==> src/rtl/pipeline_hazard_controller.sv <==
// pipeline_hazard_controller: pipeline enables/flushes for load-use, taken branches and multi-cycle memory freezes
module pipeline_hazard_controller #(
  parameter int REG_ADDR_WIDTH  = 5,
  parameter int MEM_LATENCY     = 3,
  parameter int STALL_CNT_WIDTH = 16
) (
  input  logic                       clock,
  input  logic                       reset,
  input  logic [REG_ADDR_WIDTH-1:0]  idRs,
  input  logic [REG_ADDR_WIDTH-1:0]  idRt,
  input  logic                       idUsesRt,
  input  logic                       exMemRead,
  input  logic [REG_ADDR_WIDTH-1:0]  exRd,
  input  logic                       exBranchTaken,
  input  logic                       memAccess,
  output logic                       pcEnable,
  output logic                       ifIdEnable,
  output logic                       idExEnable,
  output logic                       exMemEnable,
  output logic                       memWbEnable,
  output logic                       ifIdFlush,
  output logic                       idExFlush,
  output logic                       memWbBubble,
  output logic                       busy,
  output logic [STALL_CNT_WIDTH-1:0] stallCycles
);
  typedef enum logic {RUN, WAIT} state_t;
  state_t                     r_state;
  logic [3:0]                 r_wait_cnt;
  logic [STALL_CNT_WIDTH-1:0] r_stall;
  logic w_load_use, w_freeze, w_branch, w_stall;
  assign w_load_use = exMemRead && exRd != '0 && (exRd == idRs || (idUsesRt && exRd == idRt));
  // The release cycle (WAIT, count 0) ignores memAccess: the same instruction is still in MEM
  assign w_freeze = (r_state == RUN && memAccess && MEM_LATENCY > 1) || (r_state == WAIT && r_wait_cnt != 4'd0);
  assign w_branch = !w_freeze && exBranchTaken;
  assign w_stall  = !w_freeze && !exBranchTaken && w_load_use;
  assign pcEnable    = reset && !w_freeze && !w_stall;
  assign ifIdEnable  = reset && !w_freeze && !w_stall;
  assign idExEnable  = reset && !w_freeze;
  assign exMemEnable = reset && !w_freeze;
  assign memWbEnable = reset && !w_freeze;
  assign ifIdFlush   = reset && w_branch;
  assign idExFlush   = reset && (w_branch || w_stall);
  assign memWbBubble = reset && w_freeze;
  assign busy        = reset && w_freeze;
  assign stallCycles = r_stall;
  always_ff @(posedge clock or negedge reset) begin
    if (!reset) begin
      r_state    <= RUN;
      r_wait_cnt <= 4'd0;
      r_stall    <= '0;
    end else begin
      if ((w_freeze || w_stall) && r_stall != '1) r_stall <= r_stall + 1'b1;
      if (r_state == RUN) begin
        if (w_freeze) begin
          r_state    <= WAIT;
          r_wait_cnt <= 4'(MEM_LATENCY - 2);
        end
      end else if (r_wait_cnt != 4'd0) r_wait_cnt <= r_wait_cnt - 4'd1;
      else r_state <= RUN;
    end
  end
endmodule

==> config.mk <==
export PLATFORM = sky130hd
export DESIGN_NAME = pipeline_hazard_controller
export DESIGN_NICKNAME = d
export VERILOG_FILES = /design/src/rtl/pipeline_hazard_controller.sv
export SDC_FILE = /design/constraint.sdc
export NUM_CORES = 1
export LEC_CHECK = 0
export CAP_MARGIN = 20
export CELL_PAD_IN_SITES_DETAIL_PLACEMENT = 1
export CELL_PAD_IN_SITES_GLOBAL_PLACEMENT = 2
export CORE_MARGIN = 2
export CORE_UTILIZATION = 26
export DETAILED_ROUTE_END_ITERATION = 12
export GPL_TIMING_DRIVEN = 0
export PLACE_DENSITY_LB_ADDON = 0.1
export SYNTH_ARGS = -nofsm -noshare
export SYNTH_HDL_FRONTEND = slang
export SYNTH_SLANG_ARGS = --single-unit
==> constraint.sdc <==
create_clock -name clock -period 2.5 [get_ports clock]
set_clock_uncertainty 0.15 [all_clocks]
set_input_delay 0.625 -clock clock [delete_from_list [all_inputs] [get_ports clock]]
set_output_delay 0.625 -clock clock [all_outputs]
set_load 0.01 [all_outputs]
==> results.cfg <==
[run_status]
outcome = finished with violations
violations = negative setup slack

[timing]
fin_ws_ns = -0.176
fmax_ghz = 0.374
hold_ws_ns = 0.157
hold_viol_final = 0
final.period_utilization = 1.07
setup_viol = 4
tightestPinTransition_ns = 0.459
fin_crit_ns = 2.68
tns_ns = -0.398
slew_headroom = 0.694
maxSlewViolCount = 0
grt_setup_unrepaired = yes

[global_route]
met3_usage = 0.0257
grt-ovfl-total = 0
grt_use_total = 0.138
grt_pass1_wl_mm = 5.77
busiest_layer = met2
grtUsageMet1 = 0.173
antenna_found_initial = 0
grt_max_degree = 20
grtUsageMet2 = 0.235
grt_pass1_vias = 1237

[worst_setup_path]
crit_chain = buf_8, or4_4, o21ai_4, buf_6, nor2_1, nor2_1, nor2_1, buf_2
crit_path_frequent_cell = nor2_1
path_class = input port to output port
crit_slowest_cell = or4_4
critPathMaxFanout = 3
required_ns = 1.73
cp_top_family = simple AND/OR/NAND/NOR gates
cp-end-kind = output port
cpPeakStageDelay_ns = 0.54
worst-path-buf-inv = 3
cp-start-kind = input port
crit_arrival_ns = 1.90

[clock_network]
cts_tree = yes
clkSinkCount = 21
clk_latency_ns = 0.26
h-tree-depth = 1
numCtsBuffers = 3
root_buffer = clkbuf_8
clk_pin_slew_ns = 0.08
ctsHoldBuffers = 0
cts_buffer_depth = 2

[power]
peakVddDrop_v = 0.000478
pwr-share-comb = 0.566
power.share.clock = 0.129
powerDensity_nw_per_um2 = 863
pwr-share-seq = 0.306
totalPowerFinal_mw = 1.77
intPower_mw = 1.11
p_sw_frac = 0.371
p_leak_nw = 0.893
power.switching_mw = 0.657

[synth]
synth_cells = 125
async_flop_share = 1.00
synthTopCellsByArea = dfrtp_1 (41%), xnor2_1 (10%), xor2_1 (6.2%), and3_1 (3.9%), nand3_2 (3.9%)
yosysUniqueCellTypes = 33
yosys_warnings = 0
synth_edf_count = 0
synth_top_area_share = 0.411
avgSynthCellArea_um2 = 10.2
yosysSeqAreaShare = 0.411
synth_seq_cells = 21
syn_nets = 148
synth_area_um2 = 1280
yosysTopAreaCell = dfrtp_1
synth_flop_cell = dfrtp_1
synth_common_cells = dfrtp_1 (21), xnor2_1 (15), nor2_1 (9), xor2_1 (9), and3_1 (8)
synth.most_common_cell = dfrtp_1

[cells_and_area]
multi_input_area_um2 = 763
area_delta_synth_final_pct = 60.3
fin_nets = 213
fin_util = 0.434
fillers = 525
seqCellArea_um2 = 526
drive_gt1_frac = 0.376
diodes = 0

[flow_run]
drv_cap = 0

[detailed_routing]
ant_nets = 0
drt_iter0_drc = 21
wire_per_inst_um = 13.6
first_pass_iters = 4
drt-total-wl_mm = 3.48
drc_errors = 0
viasPerCell = 4.52
vias = 1158

[worst_hold_path]
min_path_type = input port to async pin

[floorplan]
std_cell_rows = 25
start_util = 0.271
die_area_um2 = 5500
pin_count = 46
coreArea_um2 = 4720
die_y_um = 74.1
fp.dieW_um = 74.1

[placed_design]
port_buffers = 45
place.gp.congestion = 0.681
dp.final_hpwl_mm = 2.58
dp_slack_ns = -1.09
==> final cells by class <==
| class | instances | area share |
|---|---|---|
| Clock inverter | 1 | 0.00244 |
| Sequential cell | 21 | 0.256 |
| Timing Repair Buffer | 60 | 0.267 |
| Buffer | 7 | 0.0287 |
| Clock buffer | 3 | 0.0201 |
| Tap cell | 67 | 0.0409 |
| Multi-Input combinational cell | 92 | 0.372 |
| Inverter | 5 | 0.0116 |
==> repair_timing <==
item	in CTS	in global routing
endpoints found under the setup margin	25	20
buffers inserted	12	3
gates resized for setup	86	21
pin swaps	15	9
==> state kept, by name (all words and copies together), names as in the netlist <==
register and cells:
stallCycles 16, r_state 1, r_wait_cnt 4
==> per-layer routing <==
layer | wire (µm) | part of all wire
met3 | 163 | 0.047
met2 | 1760 | 0.51
met5 | 0 | 0
met4 | 39 | 0.011
met1 | 1520 | 0.44
==> power groups by stage <==
stage                     combinational, mW  sequential [mW]  clock [mW]
final                                  1.00            0.540       0.228
after CTS                             0.925            0.537       0.243
after global routing                   1.10            0.556       0.257
after floorplan                       0.450            0.548           0
after global placement                0.783            0.536           0
after detailed placement              0.805            0.540           0
==> cell usage in the layout, fill, tap and decap left out, types with 2 or more instances in the layout <==
master            n
a31oi_1           3
nand3_2           5
and3_1            8
buf_8             2
buf_2             6
o21ai_0           3
nand3_1           3
clkbuf_8          3
nand2_1           6
dfrtp_1          21
xor2_1            8
inv_4             2
nor2_1            9
nor3_2            2
buf_6             9
o22ai_1           2
nand3b_1          2
xnor2_1          14
and2_1            2
dlygate4sd2_1     7
clkdlybuf4s50_1  19
buf_4            16
nand4_2           2
nand4_1           3
inv_2             2
clkbuf_2          5
==> worst reg2reg max path: cells and delay by family (launching register included) <==
kind / cells / cell delay [ns]
simple gates: 4 / 0.76
buf+inv: 2 / 0.46
flops: 1 / 0.42
fa+ha+maj: 1 / 0.23
xor+xnor: 1 / 0.17
==> per-stage QoR <==
stage | std cells | instance area, µm²
2_1_floorplan | 125 | 1280
5_1_grt | 256 | 2050
6_report | 256 | 2050
3_5_place_dp | 238 | 1840
3_3_place_gp | 237 | 1820
4_1_cts | 254 | 2000
==> cells by family (layout without fill, tap and decap cells) <==
group / after synthesis / after routing / synth area share
xor+xnor: 24 / 24 / 0.164
flops: 21 / 21 / 0.411
mux: 2 / 2 / 0.0196
fa+ha+maj: 2 / 2 / 0.0196
compound gates: 13 / 13 / 0.0812
buf+inv: 12 / 76 / 0.0577
simple gates: 51 / 51 / 0.247
==> worst paths after layout <==
path	endpoint	cells past startpoint	start	slack, ns
max	idExFlush	8	exRd[4]	-0.18
min	r_wait_cnt[2]	1	reset	0.16
max reg2reg	stallCycles[4]	8	stallCycles[0]	0.20
min reg2reg	stallCycles[11]	1	stallCycles[11]	0.35
max in group asynchronous	stallCycles[7]	2	reset	1.68
min in group clock	stallCycles[11]	1	stallCycles[11]	0.35
(Power assumes the default switching activity.)
